<file path="config.mk">
export PLATFORM = sky130hd
export DESIGN_NAME = round_score_gen_flat
export DESIGN_NICKNAME = d
export VERILOG_FILES = /design/src/rtl/round_score_gen_if.sv /design/src/rtl/round_score_gen.sv /design/src/flat_wrapper.sv
export SDC_FILE = /design/constraint.sdc
export NUM_CORES = 1
export LEC_CHECK = 0
export ABC_AREA = 1
export BUFFER_PORTS_ARGS = -buffer_cell sky130_fd_sc_hd__buf_2
export CORE_MARGIN = 2
export CORE_UTILIZATION = 59
export CTS_CLUSTER_DIAMETER = 120
export DETAILED_ROUTE_END_ITERATION = 8
export PLACE_DENSITY = 0.8
export SLEW_MARGIN = 20
export SYNTH_ARGS = -nofsm -noshare
export SYNTH_HDL_FRONTEND = slang
export SYNTH_SLANG_ARGS = --single-unit
</file>
<file path="constraint.sdc">
create_clock -name clk -period 2.4 [get_ports clk]
set_clock_uncertainty 0.2 [all_clocks]
set_input_delay 0.48 -clock clk [delete_from_list [all_inputs] [get_ports clk]]
set_output_delay 0.48 -clock clk [all_outputs]
set_load 0.005 [all_outputs]
</file>
<file path="src/rtl/round_score_gen_if.sv">
// round_score_gen_if
//   Report channel between the round generator and the score tracker.
//   master : round generator side (drives score/playerID/isGuest/score_req)
//   slave  : score tracker side (drives trackerValid)
//   Signals:
//     score        [6:0]  final (or running) round score
//     playerID     [2:0]  player identity latched at round start
//     isGuest             guest flag latched at round start
//     score_req           one-cycle request, payload already stable
//     trackerValid        tracker acknowledge
interface round_score_gen_if;
    logic [6:0] score;
    logic [2:0] playerID;
    logic       isGuest;
    logic       score_req;
    logic       trackerValid;

    modport master (
        output score,
        output playerID,
        output isGuest,
        output score_req,
        input  trackerValid
    );

    modport slave (
        input  score,
        input  playerID,
        input  isGuest,
        input  score_req,
        output trackerValid
    );
endinterface

</file>
<file path="src/rtl/round_score_gen.sv">
// round_score_gen
//   Runs one timed game round, counts hit pulses into a saturating 7-bit
//   score, reports the result to the score tracker with a one-cycle
//   score_req and waits (bounded) for the tracker's acknowledge.
//   Optional build macro: ROUND_SCORE_MISS_PENALTY_EN
//     defined   : miss pulses in PLAY decrement the score (floor 0);
//                 hit and miss together leave the score unchanged
//     undefined : miss is ignored
//   Ports:
//     clk, rst         clock, synchronous active-high reset
//     start            one-cycle pulse, begins a round from IDLE
//     hit, miss        scoring event pulses
//     playerIDIn       player identity, latched on accepted start
//     isGuestIn        guest flag, latched on accepted start
//     trk              report channel (master side)
//     busy             high in every state except IDLE
//     secsLeft         remaining round seconds
//     ackTimeout       sticky: tracker never answered last report
module round_score_gen #(
    parameter int unsigned TICKS_PER_SEC = 50000000,
    parameter int unsigned ROUND_SECS    = 15,
    parameter int unsigned ACK_TIMEOUT   = 255
) (
    input  logic                     clk,
    input  logic                     rst,
    input  logic                     start,
    input  logic                     hit,
    input  logic                     miss,
    input  logic [2:0]               playerIDIn,
    input  logic                     isGuestIn,
    round_score_gen_if.master        trk,
    output logic                     busy,
    output logic [5:0]               secsLeft,
    output logic                     ackTimeout
);

    localparam int unsigned PW = (TICKS_PER_SEC > 1) ? $clog2(TICKS_PER_SEC) : 1;
    localparam logic [PW-1:0] PRESC_LAST = PW'(TICKS_PER_SEC - 1);

    typedef enum logic [1:0] {
        IDLE,
        PLAY,
        REPORT,
        WAIT_ACK
    } state_t;

    state_t         state_q, state_d;
    logic [6:0]     score_q, score_d;
    logic [2:0]     player_id_q, player_id_d;
    logic           is_guest_q, is_guest_d;
    logic [5:0]     secs_q, secs_d;
    logic [PW-1:0]  presc_q, presc_d;
    logic [7:0]     ack_cnt_q, ack_cnt_d;
    logic           ack_to_q, ack_to_d;

    logic [6:0]     score_step;
    logic [8:0]     ack_cnt_inc;

    // Score update applied on every PLAY cycle.
`ifdef ROUND_SCORE_MISS_PENALTY_EN
    always_comb begin
        score_step = score_q;
        if (hit && !miss) begin
            if (score_q != 7'd127) score_step = score_q + 7'd1;
        end else if (miss && !hit) begin
            if (score_q != 7'd0) score_step = score_q - 7'd1;
        end
    end
`else
    logic miss_unused;
    assign miss_unused = miss;

    always_comb begin
        score_step = score_q;
        if (hit && (score_q != 7'd127)) score_step = score_q + 7'd1;
    end
`endif

    // Widened so ACK_TIMEOUT=255 cannot wrap the comparison.
    assign ack_cnt_inc = {1'b0, ack_cnt_q} + 9'd1;

    always_comb begin
        state_d     = state_q;
        score_d     = score_q;
        player_id_d = player_id_q;
        is_guest_d  = is_guest_q;
        secs_d      = secs_q;
        presc_d     = presc_q;
        ack_cnt_d   = ack_cnt_q;
        ack_to_d    = ack_to_q;

        case (state_q)
            IDLE: begin
                if (start) begin
                    state_d     = PLAY;
                    score_d     = '0;
                    secs_d      = 6'(ROUND_SECS);
                    presc_d     = '0;
                    player_id_d = playerIDIn;
                    is_guest_d  = isGuestIn;
                    ack_to_d    = 1'b0;
                end
            end
            PLAY: begin
                score_d = score_step;
                if (presc_q == PRESC_LAST) begin
                    presc_d = '0;
                    secs_d  = secs_q - 6'd1;
                    if (secs_q == 6'd1) state_d = REPORT;
                end else begin
                    presc_d = presc_q + 1'b1;
                end
            end
            REPORT: begin
                state_d   = WAIT_ACK;
                ack_cnt_d = '0;
            end
            WAIT_ACK: begin
                // An acknowledge in the timeout cycle still counts as answered.
                if (trk.trackerValid) begin
                    state_d = IDLE;
                end else if (ack_cnt_inc == 9'(ACK_TIMEOUT)) begin
                    state_d  = IDLE;
                    ack_to_d = 1'b1;
                end else begin
                    ack_cnt_d = ack_cnt_inc[7:0];
                end
            end
            default: state_d = IDLE;
        endcase
    end

    always_ff @(posedge clk) begin
        if (rst) begin
            state_q     <= IDLE;
            score_q     <= '0;
            player_id_q <= '0;
            is_guest_q  <= 1'b0;
            secs_q      <= '0;
            presc_q     <= '0;
            ack_cnt_q   <= '0;
            ack_to_q    <= 1'b0;
        end else begin
            state_q     <= state_d;
            score_q     <= score_d;
            player_id_q <= player_id_d;
            is_guest_q  <= is_guest_d;
            secs_q      <= secs_d;
            presc_q     <= presc_d;
            ack_cnt_q   <= ack_cnt_d;
            ack_to_q    <= ack_to_d;
        end
    end

    assign trk.score     = score_q;
    assign trk.playerID  = player_id_q;
    assign trk.isGuest   = is_guest_q;
    assign trk.score_req = (state_q == REPORT);
    assign busy          = (state_q != IDLE);
    assign secsLeft      = secs_q;
    assign ackTimeout    = ack_to_q;

endmodule

</file>
<file path="src/flat_wrapper.sv">
// flat-port wrapper written by rule: the top's interface ports become plain ports
module round_score_gen_flat 
#(
    parameter int unsigned TICKS_PER_SEC = 50000000,
    parameter int unsigned ROUND_SECS    = 15,
    parameter int unsigned ACK_TIMEOUT   = 255
)
  (clk, rst, start, hit, miss, playerIDIn, isGuestIn, busy, secsLeft, ackTimeout, trk_score, trk_playerID, trk_isGuest, trk_score_req, trk_trackerValid);
  round_score_gen_if trk_i ();
  input  logic clk;
  input  logic rst;
  input  logic start;
  input  logic hit;
  input  logic miss;
  input  logic [2:0] playerIDIn;
  input  logic isGuestIn;
  output logic busy;
  output logic [5:0] secsLeft;
  output logic ackTimeout;
  output wire logic [$bits(trk_i.score)-1:0] trk_score;
  output wire logic [$bits(trk_i.playerID)-1:0] trk_playerID;
  output wire logic [$bits(trk_i.isGuest)-1:0] trk_isGuest;
  output wire logic [$bits(trk_i.score_req)-1:0] trk_score_req;
  input wire logic [$bits(trk_i.trackerValid)-1:0] trk_trackerValid;
  assign trk_score = trk_i.score;
  assign trk_playerID = trk_i.playerID;
  assign trk_isGuest = trk_i.isGuest;
  assign trk_score_req = trk_i.score_req;
  assign trk_i.trackerValid = trk_trackerValid;
  round_score_gen #(.TICKS_PER_SEC(TICKS_PER_SEC), .ROUND_SECS(ROUND_SECS), .ACK_TIMEOUT(ACK_TIMEOUT)) u_core (.clk(clk), .rst(rst), .start(start), .hit(hit), .miss(miss), .playerIDIn(playerIDIn), .isGuestIn(isGuestIn), .trk(trk_i), .busy(busy), .secsLeft(secsLeft), .ackTimeout(ackTimeout));
endmodule
</file>
; Yosys cells after proc, flatten, opt, wreduce, memory -nomap -nowiden
; Cells that the tools add are included.
[word_totals]
ff_bits = 54
latchBits = 0
ram_bits = 0
mem_bits_ro = 0
out_inout_bits = 20
wordCells = 62
n_memories = 0
[op_classes]
add_sub_neg = 4
multipliers = 0
div_mod_pow = 0
n_lt_le_gt_ge = 0
eq_ne = 15
shift = 0
mux = 22
n_bitwise = 0
n_reduce_logical = 13
[ops]
columns = cell, n
row1 = $mux 26, 2
row2 = $pmux 26 s2, 1
row3 = $add 26x1->26 const B, 1
row4 = $eq 26x26->1 const B, 1
row5 = $mux 8, 2
row6 = $pmux 8 s2, 1
row7 = $mux 7, 2
row8 = $pmux 7 s2, 1
row9 = $mux 6, 2
row10 = $pmux 6 s2, 1
row11 = $mux 2, 5
row12 = $add 8x1->9 const B, 1
row13 = $eq 9x8->1 const B, 1
row14 = $reduce_and 3->1, 3
row15 = $ne 2x1->1 const B, 4
row16 = $pmux 2 s4, 1
row17 = $reduce_and 4->1, 2
row18 = $reduce_bool 2->1, 4
row19 = $add 7x1->7 const B, 1
row20 = $ne 7x7->1 const B, 1
row21 = $eq 6x1->1 const B, 1
row22 = $ne 2x2->1 const B, 3
row23 = $sub 6x1->6 const B, 1
row24 = $eq 2x2->1 const B, 2
row25 = other kinds (7), 10

; Depth between registers and ports, before layout
[logic_depth]
word_depth = 5
mapped_depth = 12
mapped_depth_nobuf = 12

; Worst setup path before layout
; No wires, ideal clock.
[synth_path]
kind = flip-flop to flip-flop
start = reg u_core.state_q[1]
end = reg u_core.presc_q[9]
setup_time_ps = 118
arrival_ps = 1525
setup_slack_ps = 557
stages_incl_launch_ff = 11
n_path_buf = 0
period_less_slack_ps = 1843
cell_sequence = dfxtp_1 inv_1 ha_1 inv_2 o21ai_4 nand2_2 nor2_2 inv_2 nor2_1 and3_1 nor3_1
[synth_via]
elab_chain_len = 3
[synth_rtl]
columns = element, line
row1 = from (decl), round_score_gen.sv:47  ; state_t state_q, state_d;
row2 = from (signal assigned), round_score_gen.sv:144  ; state_q <= state_d;
row3 = $eq 2x1->1 or $logic_not 2->1 (tied branches), round_score_gen.sv:92  ; case (state_q)
row4 = $reduce_bool 2->1 (no line) or $ne 2x2->1 (tied branches), n/a
row5 = $reduce_and 2->1 (no line), n/a
row6 = to (signal assigned), round_score_gen.sv:149  ; presc_q <= presc_d;
row7 = to (decl), round_score_gen.sv:52  ; logic [PW-1:0] presc_q, presc_d;
; Parallel ways exist; a longest one is shown, timed or not.
; A chain may end at the register's enable or synchronous reset.

; Worst setup path in the final report
[layout_path]
start = reg u_core.presc_q[0]
end = reg u_core.presc_q[9]
[layout_via]
elab_chain_len = 3
[layout_rtl]
columns = element, line
row1 = $add 26x1->26 or $eq 26x26->1 (tied branches), "round_score_gen.sv:111, round_score_gen.sv:106"
row2 = $mux 26 (*), round_score_gen.sv:106  ; if (presc_q == PRESC_LAST) begin
row3 = $pmux 26 s2 (*), round_score_gen.sv:92
; Every way passes the cells marked *; elsewhere a longest branch is shown, timed or not.

==> PnR_summary.wiki <==
{| class="wikitable"
! Metric !! Value
|-
| Sum of negative setup slack || 0 ns
|-
| WL final || around 6700 um
|-
| Final critical path time including I/O delays and setup || 2.18 ns
|-
| Final GP Congestion || about 0.88
|-
| Count of state elements after synthesis || between 50 and 60
|-
| Diode insertion count for antenna repair || 0
|-
| Post-detailed-route count of antenna-violating nets || 0
|-
| Clock root buffer master || sky130_fd_sc_hd__clkbuf_8
|-
| Post-layout util || roughly two thirds
|-
| Simple-gate share of the synthesized area || about two fifths
|-
| Number of primary I/O pins || 30
|-
| Remaining Overflow, GRT || 0
|-
| Number of unique standard cell types used by synthesis || 37
|-
| Clock tree buffer depth || 2
|-
| Setup crit start kind || flop
|-
| Max transition margin || 66.9%
|-
| Post-synthesis mux area share || 0%
|-
| Largest net degree at the start of global routing || 21
|-
| Clock latency of the later-clocked register in the worst-skew pair || approximately 0.31 ns
|-
| Y dimension of the die || approximately 76 um
|-
| Worst r2r path cells || 11
|-
| Termination of the worst setup path || u_core.presc_q[9]
|-
| Total clock buffers created by CTS || 5
|-
| Fmax achieved || 0.459 GHz
|-
| Vias in the first global route || around 2700
|-
| Global-route wire length before repair || 11600 um
|-
| Initial DRC Count || 140
|-
| Fraction of synthesized cell area in xor and xnor cells || roughly 2.9%
|-
| Number of DRC violations after detailed routing || 0
|-
| Final Hold Vio Count || 0
|-
| Syn. warnings || 0
|-
| Floorplan Core Area || roughly 0.005 mm2
|-
| Vias || ~2900
|-
| Predominant post-synthesis flop cell || sky130_fd_sc_hd__dfxtp_1
|-
| Critical Path Start || u_core.presc_q[0]
|-
| Die Area || between 0.005 and 0.006 mm2
|-
| Wire per inst || between 10 and 15 um
|-
| Fraction of the mapped netlist area in adder cells || under 10%
|-
| Maxcap violations || 0
|-
| Arrival time worst endpoint || approximately 2.2 ns
|-
| Terminus of the critical flop-to-flop path || u_core.presc_q[9]
|-
| Half-perimeter wire length of the detailed placement result || between 4000 and 5000 um
|-
| Average footprint of a synthesized cell || 6.68 um2
|-
| Main combinational cell family by area after synthesis || simple AND/OR/NAND/NOR gates
|-
| Synthesized instance count || 458
|-
| Synth Area in Compound Gates || 11.3%
|-
| Area fraction of the dominant cell type after synthesis || about a third
|-
| Starting Density || between 60% and 70%
|-
| CP Data Required Time || between 2 and 2.5 ns
|-
| Fillers || about 450
|-
| Cell Pwr Density || ~810 mW/mm2
|-
| Synthesized cell area || 0.00306 mm2
|-
| Vias/cell || between 5 and 6
|-
| TritonRoute pass-1 iters || 4
|-
| Number of rows in the core area || 26
|-
| Layout area overhead || 10.9%
|-
| Worst reg-to-reg setup slack || approximately 0.22 ns
|-
| Top cell types by occurrence after synthesis || 113 x sky130_fd_sc_hd__nand2_1, 70 x sky130_fd_sc_hd__nor2_1, 54 x sky130_fd_sc_hd__dfxtp_1
|-
| Initial antenna violation count || 0
|-
| Share of the cycle needed by the critical path after routing || roughly nine tenths
|-
| Aggregate global-route resource usage || a little under a quarter
|-
| Transition time of the tightest slew-check pin || about 0.49 ns
|-
| DIE WIDTH || about 76 um
|-
| Final net count || 510
|-
| Peak supply drop || 0.569 mV
|-
| Fraction of synthesis flops using an asynchronous set or reset pin || 0%
|-
| Synthesized net count || ~480
|-
| Library cell with the highest instance count after synthesis || sky130_fd_sc_hd__nand2_1
|-
| Worst hold-check path type || in -> reg
|-
| RSZ-0062 raised after global routing || false
|-
| Final-report max-slew violation count || 0
|-
| Proportion of layout cells with a drive suffix above 1 || between 10 and 15%
|-
| Post-CTS clock slew at the launch and capture registers of the worst setup and hold paths || around 0.1 ns
|-
| Run status || finished clean
|-
| Hold-fix buffers, CTS || 0
|-
| Worst Path Class, Setup || reg -> reg
|-
| Critical path fanouts, max || 20
|-
| Number of input and output port buffers inserted || 28
|-
| Sequential area share after synthesis || between 30% and 40%
|-
| Number of flops mapped to enable cells by yosys || 0
|-
| Reg2reg start || u_core.presc_q[0]
|-
| Reported leakage power || between 1 and 1.5 nW
|-
| Clock tree from TritonCTS || built
|-
| Worst Setup End Kind || flop
|-
| Most area-consuming cells after synthesis || sky130_fd_sc_hd__dfxtp_1 35%, sky130_fd_sc_hd__nand2_1 14%, sky130_fd_sc_hd__nor2_1 8.6%
|-
| Final setup violation count || 0
|-
| Num Clock Sinks || between 50 and 60
|-
| Most area-hungry cell type in the Yosys netlist || sky130_fd_sc_hd__dfxtp_1
|-
| CTS H-tree lvls || 2
|}
==> timing repair <==
item                       in CTS  in global routing
setup buffers                   0                  0
resized for setup               0                  1
setup endpoints to repair       0                  1
==> cell type report <==
cell class / instances / area (um2) / share of cell area [%]
clock inverter: 1 / 8.76 / 0.258
sequential: 54 / 1080 / 31.8
clock buffer: 7 / 96.3 / 2.84
multi-input combinational: 347 / 1760 / 51.7
timing repair buffer: 34 / 185 / 5.46
tap: 70 / 87.6 / 2.58
inverter: 48 / 180 / 5.31
==> report_power, final <==
| part | total, mW | internal (mW) | switching, mW |
|---|---|---|---|
| Sequential | 1.08 | 0.991 | 0.0885 |
| Clock | 0.571 | 0.265 | 0.306 |
| Combinational | 1.11 | 0.382 | 0.730 |
| Total | 2.76 | 1.64 | 1.12 |
==> worst max-delay path, stage by stage (launching register included) <==
cell and delay [ns]:
sky130_fd_sc_hd__dfxtp_1 0.38, sky130_fd_sc_hd__ha_1 0.21, sky130_fd_sc_hd__inv_1 0.05, sky130_fd_sc_hd__nor2_1 0.23, sky130_fd_sc_hd__nand2_1 0.09, sky130_fd_sc_hd__nor2_1 0.14, sky130_fd_sc_hd__nand2_1 0.13, sky130_fd_sc_hd__nand2_1 0.09
sky130_fd_sc_hd__nand2_2 0.12, sky130_fd_sc_hd__nand2_1 0.10, sky130_fd_sc_hd__buf_4 0.24, sky130_fd_sc_hd__nor3_1 0.09
==> per-stage QoR <==
step	hold slack [ns]	worst slack, ns	std cells	instance area, um2	power, mW
finish	0.216	0.224	561	3390	2.76
global route	0.251	0.0286	561	3390	2.97
CTS	0.217	0.179	561	3390	2.77
detailed placement	0.254	0.207	553	3290	2.21
global placement	0.249	0.251	553	3290	2.17
floorplan	0.254	0.557	458	3060	1.90
==> placed cells by master (no fill, tap or decap), types with 7 or more instances in the layout <==
cell type	Yosys	final
sky130_fd_sc_hd__a21oi_1	40	40
sky130_fd_sc_hd__buf_2	4	28
sky130_fd_sc_hd__clkbuf_8	0	7
sky130_fd_sc_hd__dfxtp_1	54	54
sky130_fd_sc_hd__ha_1	10	10
sky130_fd_sc_hd__inv_1	42	42
sky130_fd_sc_hd__nand2_1	113	113
sky130_fd_sc_hd__nand3_1	35	35
sky130_fd_sc_hd__nand4_1	9	9
sky130_fd_sc_hd__nor2_1	70	69
sky130_fd_sc_hd__nor3_1	10	10
sky130_fd_sc_hd__nor3b_1	7	7
sky130_fd_sc_hd__o21ai_0	9	9
==> sequential cells by signal, summed over array words and instances, names as in the netlist <==
name	count
u_core.trk.isGuest	1
u_core.ack_cnt_q	8
u_core.trk.playerID	3
u_core.presc_q	26
u_core.state_q	2
u_core.ackTimeout	1
u_core.secsLeft	6
u_core.trk.score	7
==> worst min path at each step <==
stage	cells past startpoint	end	from	slack, ns
detailed placement	1	u_core.ackTimeout	u_core.ackTimeout	0.25
global placement	2	u_core.trk.score[6]	u_core.trk.score[6]	0.25
CTS	3	u_core.trk.isGuest	isGuestIn	0.22
finish	3	u_core.trk.playerID[0]	playerIDIn[0]	0.22
floorplan	2	u_core.presc_q[21]	u_core.presc_q[21]	0.25
global route	3	u_core.trk.isGuest	isGuestIn	0.25
==> cells by family after synthesis <==
logic type      Yosys count
flops                    54
simple gates            267
xor+xnor                 10
buf+inv                  57
fa+ha+maj                10
compound gates           60
==> routing by layer <==
metal	track usage [%]	share of wire, %
met5	0	0
met4	7.82	1.2
met3	3.79	3.4
met2	42.2	50
met1	29.5	46
(Power assumes the default switching activity.)
